File: src/rtl/fa_pipe_addsub_if.sv
// Operand/result handshake bundle for fa_pipe_addsub: valid/ready in, valid/ready out.
interface fa_pipe_addsub_if #(
   parameter int unsigned N = 32
);
   logic         in_valid;
   logic         in_ready;
   logic [N-1:0] a;
   logic [N-1:0] b;
   logic         cin;
   logic         mode;
   logic         out_valid;
   logic         out_ready;
   logic [N-1:0] s;
   logic         cout;
   logic         ovf;

   modport master (
      output in_valid, a, b, cin, mode, out_ready,
      input  in_ready, out_valid, s, cout, ovf
   );

   modport slave (
      input  in_valid, a, b, cin, mode, out_ready,
      output in_ready, out_valid, s, cout, ovf
   );
endinterface

File: src/rtl/fa_pipe_addsub.sv
// Carry-chunked pipelined N-bit adder/subtractor; stage k resolves chunk k from the
// registered carry of stage k-1, with one global stall enable driven by the output side.
module fa_pipe_addsub #(
   parameter int unsigned N      = 32,
   parameter int unsigned STAGES = 4
) (
   input logic             clk,
   input logic             rst_n,
   fa_pipe_addsub_if.slave bus
);
   localparam int unsigned W = N / STAGES;

   logic [N-1:0]        a_q   [STAGES];
   logic [N-1:0]        a_d   [STAGES];
   logic [N-1:0]        b_q   [STAGES];
   logic [N-1:0]        b_d   [STAGES];
   logic [N-1:0]        sum_q [STAGES];
   logic [N-1:0]        sum_d [STAGES];
   logic [STAGES-1:0]   c_q,   c_d;
   logic [STAGES-1:0]   vld_q, vld_d;
   logic                ovf_q, ovf_d;
   logic                en;

   logic [N-1:0] a_in, b_in, sum_in;
   logic         c_in, v_in;
   logic [W:0]   chunk;

   // Whole pipe advances together; the output register frees up when consumed.
   assign en = !vld_q[STAGES-1] || bus.out_ready;

   always_comb begin
      a_d    = a_q;
      b_d    = b_q;
      sum_d  = sum_q;
      c_d    = c_q;
      vld_d  = vld_q;
      ovf_d  = ovf_q;
      a_in   = '0;
      b_in   = '0;
      sum_in = '0;
      c_in   = 1'b0;
      v_in   = 1'b0;
      chunk  = '0;
      if (en) begin
         for (int k = 0; k < int'(STAGES); k++) begin
            if (k == 0) begin
               a_in   = bus.a;
               b_in   = bus.mode ? ~bus.b : bus.b;
               sum_in = '0;
               c_in   = bus.mode | bus.cin;
               v_in   = bus.in_valid;
            end else begin
               a_in   = a_q[(k == 0) ? 0 : k-1];
               b_in   = b_q[(k == 0) ? 0 : k-1];
               sum_in = sum_q[(k == 0) ? 0 : k-1];
               c_in   = c_q[(k == 0) ? 0 : k-1];
               v_in   = vld_q[(k == 0) ? 0 : k-1];
            end
            chunk = (W+1)'(a_in[k*W +: W]) + (W+1)'(b_in[k*W +: W]) + (W+1)'(c_in);
            sum_d[k]            = sum_in;
            sum_d[k][k*W +: W]  = chunk[W-1:0];
            // Consumed operand chunks are dropped; only the upper part travels on.
            a_d[k]              = a_in;
            a_d[k][k*W +: W]    = '0;
            b_d[k]              = b_in;
            b_d[k][k*W +: W]    = '0;
            c_d[k]              = chunk[W];
            vld_d[k]            = v_in;
            if (k == int'(STAGES) - 1) begin
               // Carry into the MSB recovered from the MSB sum bit and its operands.
               ovf_d = chunk[W] ^ (a_in[N-1] ^ b_in[N-1] ^ chunk[W-1]);
            end
         end
      end
   end

   always_ff @(posedge clk or negedge rst_n) begin
      if (!rst_n) begin
         for (int k = 0; k < int'(STAGES); k++) begin
            a_q[k]   <= '0;
            b_q[k]   <= '0;
            sum_q[k] <= '0;
         end
         c_q   <= '0;
         vld_q <= '0;
         ovf_q <= 1'b0;
      end else begin
         a_q   <= a_d;
         b_q   <= b_d;
         sum_q <= sum_d;
         c_q   <= c_d;
         vld_q <= vld_d;
         ovf_q <= ovf_d;
      end
   end

   assign bus.in_ready  = en;
   assign bus.out_valid = vld_q[STAGES-1];
   assign bus.s         = sum_q[STAGES-1];
   assign bus.cout      = c_q[STAGES-1];
   assign bus.ovf       = ovf_q;
endmodule

File: src/flat_wrapper.sv
// flat-port wrapper written by rule: the top's interface ports become plain ports
module fa_pipe_addsub_flat 
#(
   parameter int unsigned N      = 32,
   parameter int unsigned STAGES = 4
)
  (clk, rst_n, bus_in_valid, bus_a, bus_b, bus_cin, bus_mode, bus_out_ready, bus_in_ready, bus_out_valid, bus_s, bus_cout, bus_ovf);
  fa_pipe_addsub_if #(.N(N)) bus_i ();
  input logic clk;
  input logic rst_n;
  input wire logic [$bits(bus_i.in_valid)-1:0] bus_in_valid;
  input wire logic [$bits(bus_i.a)-1:0] bus_a;
  input wire logic [$bits(bus_i.b)-1:0] bus_b;
  input wire logic [$bits(bus_i.cin)-1:0] bus_cin;
  input wire logic [$bits(bus_i.mode)-1:0] bus_mode;
  input wire logic [$bits(bus_i.out_ready)-1:0] bus_out_ready;
  output wire logic [$bits(bus_i.in_ready)-1:0] bus_in_ready;
  output wire logic [$bits(bus_i.out_valid)-1:0] bus_out_valid;
  output wire logic [$bits(bus_i.s)-1:0] bus_s;
  output wire logic [$bits(bus_i.cout)-1:0] bus_cout;
  output wire logic [$bits(bus_i.ovf)-1:0] bus_ovf;
  assign bus_i.in_valid = bus_in_valid;
  assign bus_i.a = bus_a;
  assign bus_i.b = bus_b;
  assign bus_i.cin = bus_cin;
  assign bus_i.mode = bus_mode;
  assign bus_i.out_ready = bus_out_ready;
  assign bus_in_ready = bus_i.in_ready;
  assign bus_out_valid = bus_i.out_valid;
  assign bus_s = bus_i.s;
  assign bus_cout = bus_i.cout;
  assign bus_ovf = bus_i.ovf;
  fa_pipe_addsub #(.N(N), .STAGES(STAGES)) u_core (.clk(clk), .rst_n(rst_n), .bus(bus_i));
endmodule
File: config.mk
export PLATFORM = sky130hd
export DESIGN_NAME = fa_pipe_addsub_flat
export DESIGN_NICKNAME = d
export VERILOG_FILES = /design/src/rtl/fa_pipe_addsub_if.sv /design/src/rtl/fa_pipe_addsub.sv /design/src/flat_wrapper.sv
export SDC_FILE = /design/constraint.sdc
export NUM_CORES = 1
export LEC_CHECK = 0
export BUFFER_PORTS_ARGS = -buffer_cell sky130_fd_sc_hd__buf_4
export CORE_MARGIN = 5
export CORE_UTILIZATION = 58
export CTS_CLUSTER_SIZE = 24
export DETAILED_ROUTE_END_ITERATION = 10
export PLACE_DENSITY = 0.88
export SETUP_SLACK_MARGIN = 0.1
export SLEW_MARGIN = 10
export SYNTH_ARGS = -nofsm -noshare
export SYNTH_HDL_FRONTEND = slang
export SYNTH_SLANG_ARGS = --single-unit
File: constraint.sdc
create_clock -name clk -period 2.6 [get_ports clk]
set_input_delay 0.13 -clock clk [delete_from_list [all_inputs] [get_ports clk]]
set_output_delay 0.13 -clock clk [all_outputs]
set_load 0.1 [all_outputs]
Word level (Yosys, flattened, before mapping)
Cells that the tools add are included.

word-level totals
  RAM bits = 0
  bits of input ports = 70
  output and inout port bits = 36
  memories = 0
  latch bits = 0
  register bits = 233
  ROM bits = 0

operators by class
  $lt $le $gt $ge = 0
  reductions and logical operators = 2
  bitwise gates (word level) = 5
  $add $sub $neg = 8
  shifts and indexed selects = 0
  div/mod/pow operators = 0
  muxes and demuxes = 13
  equality and inequality tests = 0
  multipliers = 0

operator list
  kind                  number
  two-way mux 32 bit    9
  adder 8 x 8 -> 9 bit  4
  adder 9 x 1 -> 9 bit  4
  NOT 32 bit            1
  two-way mux 1 bit     4
  XOR 1 bit             3
  logical NOT 1 bit     1
  logical OR 1 bit      1
  bitwise OR 1 bit      1

Longest topological paths before layout
  depth in word-level cells = 7
  depth in mapped cells = 11

Worst setup path before layout
Ideal clock, no wire load.

  kind = input-to-reg
  from = input port bus_mode
  to = register u_core.sum_q[102] (netlist name)
  data required time = 2531 ps
  setup slack = 270 ps
  arrival time = 2262 ps
  setup time = 69 ps
  cell stages on the path = 11
  path through = buf_2 buf_2 or2_2 fa_1 inv_1 fa_1 nor2b_4 o21ai_2 a21boi_2 or4_1 nand3_1

on the way
  cells in the longest elaborated chain, start to end = 4

ends and longest elaborated chain
  element                 RTL line              RTL
  start, declared         flat_wrapper.sv:15    input wire logic [$bits(bus_i.mode)-1:0] bus_mode;
  two-way mux 32 bit      fa_pipe_addsub.sv:48  b_in = bus.mode ? ~bus.b : bus.b;
  two-way mux 32 bit      fa_pipe_addsub.sv:44  if (en) begin
  adder 8 x 8 -> 9 bit    fa_pipe_addsub.sv:59  chunk = (W+1)'(a_in[k*W +: W]) + (W+1)'(b_in[k*W +: W]) + (W+1)'(c_in);
  adder 9 x 1 -> 9 bit *  fa_pipe_addsub.sv:59
  end signal, assigned    fa_pipe_addsub.sv:90  sum_q <= sum_d;
  end, declared           fa_pipe_addsub.sv:17  logic [N-1:0] sum_q [STAGES];

Every way passes the cells marked *; elsewhere a longest branch is shown, timed or not. The select of a mux whose other input is x is not followed.
A chain may end at the register's enable or synchronous reset.

Worst setup path in the final report
  from = register u_core.c_q[1]
  to = register u_core.c_q[2]

on the way
  cells in the longest elaborated chain, start to end = 2

ends and longest elaborated chain
  element                 RTL line              RTL
  start, declared         fa_pipe_addsub.sv:19  logic [STAGES-1:0] c_q, c_d;
  start signal, assigned  fa_pipe_addsub.sv:84  c_q <= '0;
  start signal, assigned  fa_pipe_addsub.sv:91  c_q <= c_d;
  two-way mux 1 bit       fa_pipe_addsub.sv:44
  adder 9 x 1 -> 9 bit    fa_pipe_addsub.sv:59

Every way passes these cells. The select of a mux whose other input is x is not followed.

==> flow_metrics.py <==
metrics = {
    "clock_tree": {
        "ctsResizeCount": 0,
        "path_clk_slew_ns": 0.06,
        "clock-sinks": 185,
        "cts_tree": "built",
        "cts.htree.levels": 4,
        "clk-insertion-delay-late_ns": 0.43,
        "ctsLongestPathBuffers": 2,
        "post_cts_buffers": 0,
        "clockRootBuffer": "clkbuf_16",
        "numCtsBuffers": 17,
    },
    "power": {
        "clockPowerShare_pct": 17.9,
        "leakage_nw": 5.295,
        "power_switching_w": 0.006353,
        "p_int_w": 0.007755,
        "p_seq_share_pct": 34.9,
        "power_density_mw_per_mm2": 1356,
        "switching_share_pct": 45.03,
        "power_frac_comb_pct": 47.2,
        "ir_drop_v": 0.0008215,
    },
    "yosys": {
        "synth_area_per_cell_um2": 9.070,
        "yosys_warnings": 0,
        "yosys_most_used_dff": "dfrtp_1",
        "synth-seq-area-share_pct": 53.34,
        "ys_seq_elements": 185,
        "synth_cell_types": 41,
        "synth_edf_count": 0,
        "synthArstFlopShare_pct": 100.0,
        "syn_nets": 1063,
        "netlist_instances": 957,
        "synth_area_mm2": 0.008680,
    },
    "floorplanning": {
        "initial_core_util_pct": 59.49,
        "rows": 44,
        "coreArea_mm2": 0.01459,
        "pin_count": 106,
        "die-width_um": 132.3,
        "die_y_um": 132.3,
        "die-area_mm2": 0.01751,
    },
    "place": {
        "hpwl_um": 11180,
        "gp_congestion": 0.8459,
        "pre_cts_ws_ns": 0.2943,
        "port-buffer-count": 105,
    },
    "detailed_routing": {
        "post_drt_wl_per_cell_um": 13.89,
        "first_pass_iters": 5,
        "ant_nets": 0,
        "drt-initial-drc-count": 465,
        "num_vias": 6429,
        "drc_errors": 0,
        "wl_um": 17410,
        "via_per_inst": 5.131,
    },
    "sta": {
        "relSlewSlack_pct": 49.69,
        "rsz0062_at_grt": "false",
        "worst_pin_slew_ns": 0.7547,
        "fmax_ghz": 0.4316,
        "fin_skew_ns": 0.005665,
        "setup_ws_ns": 0.2830,
        "hold_violations": 0,
        "slew_viol_final": 0,
        "setup_viol": 0,
        "min_period_ns": 2.317,
        "period_share_pct": 89.12,
        "tns_ns": 0,
    },
    "finish": {
        "final_common_cell": "nand2_1",
        "fin_util_pct": 71.33,
        "area_growth_pct": 19.89,
        "fin_nets": 1161,
        "layout-drive-gt1-share_pct": 14.70,
        "layout_common_cells": "nand2_1 (440), dfrtp_1 (185), buf_4 (111), dlygate4sd3_1 (46), xnor2_1 (38)",
    },
    "global_routing": {
        "antenna_found_initial": 1,
        "grt_pass1_vias": 6335,
        "grt_max_degree": 108,
        "gr-total-overflow": 0,
        "grt_pass1_wl_um": 30160,
        "grtUsageTotal_pct": 20.81,
    },
    "critical_path": {
        "slowest_delay_ns": 0.47,
        "endpoint_kind": "flip-flop",
        "rrSetupSlack_ns": 0.28,
        "crit_path_frequent_cell": "fa_1",
        "reg2reg_from": "u_core.c_q[1]",
        "worstPathMaxFanout": 3,
        "crit_chain": "fa_1, fa_1, a21o_1, a21o_2, a21oi_2, a21oi_1, o31a_1",
        "ff2ff_path_depth": 7,
        "path_class": "flip-flop to flip-flop",
        "slowest_stage": "fa_1",
        "required_ns": 2.91,
        "r2r-end": "u_core.c_q[2]",
        "cp.arrival_ns": 2.63,
        "worstSetupEndpoint": "u_core.c_q[2]",
        "worstSetupStartpointType": "flip-flop",
        "startpoint": "u_core.c_q[1]",
    },
    "worst_hold_path": {
        "holdCritPathClass": "input pin to flip-flop",
    },
    "outcome": {
        "outcome": "completed",
    },
    "job": {
        "maxCapViolCount": 0,
    },
}
==> worst min path at each step <==
stage                    from               to  cells after the start  slack [ns]
detailed placement      rst_n  u_core.a_q[126]                      1        0.25
finish               bus_b[9]  u_core.b_q[105]                      3        0.02
CTS                 bus_b[25]  u_core.b_q[121]                      3       0.001
global route        bus_b[25]  u_core.b_q[121]                      3        0.03
floorplan               rst_n  u_core.a_q[104]                      0       -0.17
global placement        rst_n  u_core.a_q[126]                      1        0.24
==> cells by family (layout without fill, tap and decap cells) <==
| group | count (synthesis) | after routing | synth area share [%] |
|---|---|---|---|
| simple gates | 487 | 487 | 22.19 |
| compound gates | 104 | 104 | 7.280 |
| buf+inv | 92 | 203 | 5.968 |
| flops | 185 | 185 | 53.34 |
| other cells | 0 | 1 | 0 |
| xor+xnor | 53 | 53 | 5.348 |
| fa+ha+maj | 36 | 36 | 5.882 |
==> layer usage <==
metal | part of all wire (%) | routed length, µm | up-vias | track usage, %
met5 | 0 | 0 | - | 0
met4 | 2.8 | 481 | 0 | 8.880
met3 | 3.9 | 682 | 34 | 4.237
met2 | 48 | 8344 | 141 | 32.12
met1 | 45 | 7901 | 3053 | 28.83
li1 | - | - | 3201 | -
==> synthesized netlist by cell type (3+ instances only) <==
library cell | count | share of area [%]
a211oi_1 | 4 | 0.35
a21o_1 | 10 | 0.86
a21oi_1 | 32 | 1.8
a41o_1 | 3 | 0.35
buf_1 | 3 | 0.13
buf_2 | 28 | 1.6
buf_4 | 36 | 3.1
clkbuf_1 | 14 | 0.61
dfrtp_1 | 185 | 53
fa_1 | 8 | 1.8
ha_1 | 28 | 4.0
inv_1 | 9 | 0.39
nand2_1 | 440 | 19
nand2b_1 | 4 | 0.29
nand3_1 | 5 | 0.29
nand4_1 | 4 | 0.29
nor2_1 | 19 | 0.82
nor3b_1 | 3 | 0.26
o211ai_1 | 6 | 0.52
o21ai_0 | 36 | 2.1
xnor2_1 | 38 | 3.8
xor2_1 | 15 | 1.5
==> repair_timing <==
action	in CTS	in global routing
hold endpoints to repair	136	0
hold buffers	46	0
setup endpoints to repair	0	0
==> flip-flops by register name, indices dropped and copies added, names as in the netlist <==
| signal | count |
|---|---|
| u_core.b_q | 48 |
| u_core.c_q | 4 |
| u_core.a_q | 48 |
| u_core.vld_q | 4 |
| u_core.bus.ovf | 1 |
| u_core.sum_q | 48 |
| u_core.bus.s | 32 |
==> worst max-delay path, delay by kind of cell (launching register included) <==
family                     cells  cell delay, ns
AOI/OAI and AO/OA              5            0.90
adders and majority gates      2            0.90
DFF                            1            0.40
==> power by group through the flow <==
| stage | Combinational (W) | Sequential (W) | Clock, W |
|---|---|---|---|
| after floorplan | 0.00549 | 0.00492 | 0 |
| final | 0.00666 | 0.00492 | 0.00253 |
| after detailed placement | 0.00658 | 0.00497 | 0 |
| after global routing | 0.00732 | 0.00508 | 0.00269 |
| after global placement | 0.00640 | 0.00490 | 0 |
| after CTS | 0.00670 | 0.00492 | 0.00258 |
==> final cells by class <==
| cell class | instances | area (µm²) |
|---|---|---|
| Sequential cell | 185 | 4629 |
| Fill cell | 1054 | 4183 |
| Multi-Input combinational cell | 680 | 3537 |
| Timing Repair Buffer | 162 | 1388 |
| Clock buffer | 21 | 460.4 |
| Tap cell | 184 | 230.2 |
| Clock inverter | 11 | 122.6 |
| Inverter | 9 | 36.28 |
| Antenna cell | 1 | 2.502 |
==> per-stage QoR <==
step | area, µm² | total power (W) | instances | hold slack [ns]
final | 10410 | 0.01411 | 1253 | 0.01728
after global routing | 10410 | 0.01509 | 1253 | 0.02631
after CTS | 10400 | 0.01420 | 1252 | 0.001086
after detailed placement | 9360 | 0.01154 | 1174 | 0.2516
after global placement | 9360 | 0.01129 | 1174 | 0.2431
after floorplan | 8680 | 0.01040 | 957 | -0.1656
(Power assumes the default switching activity.)
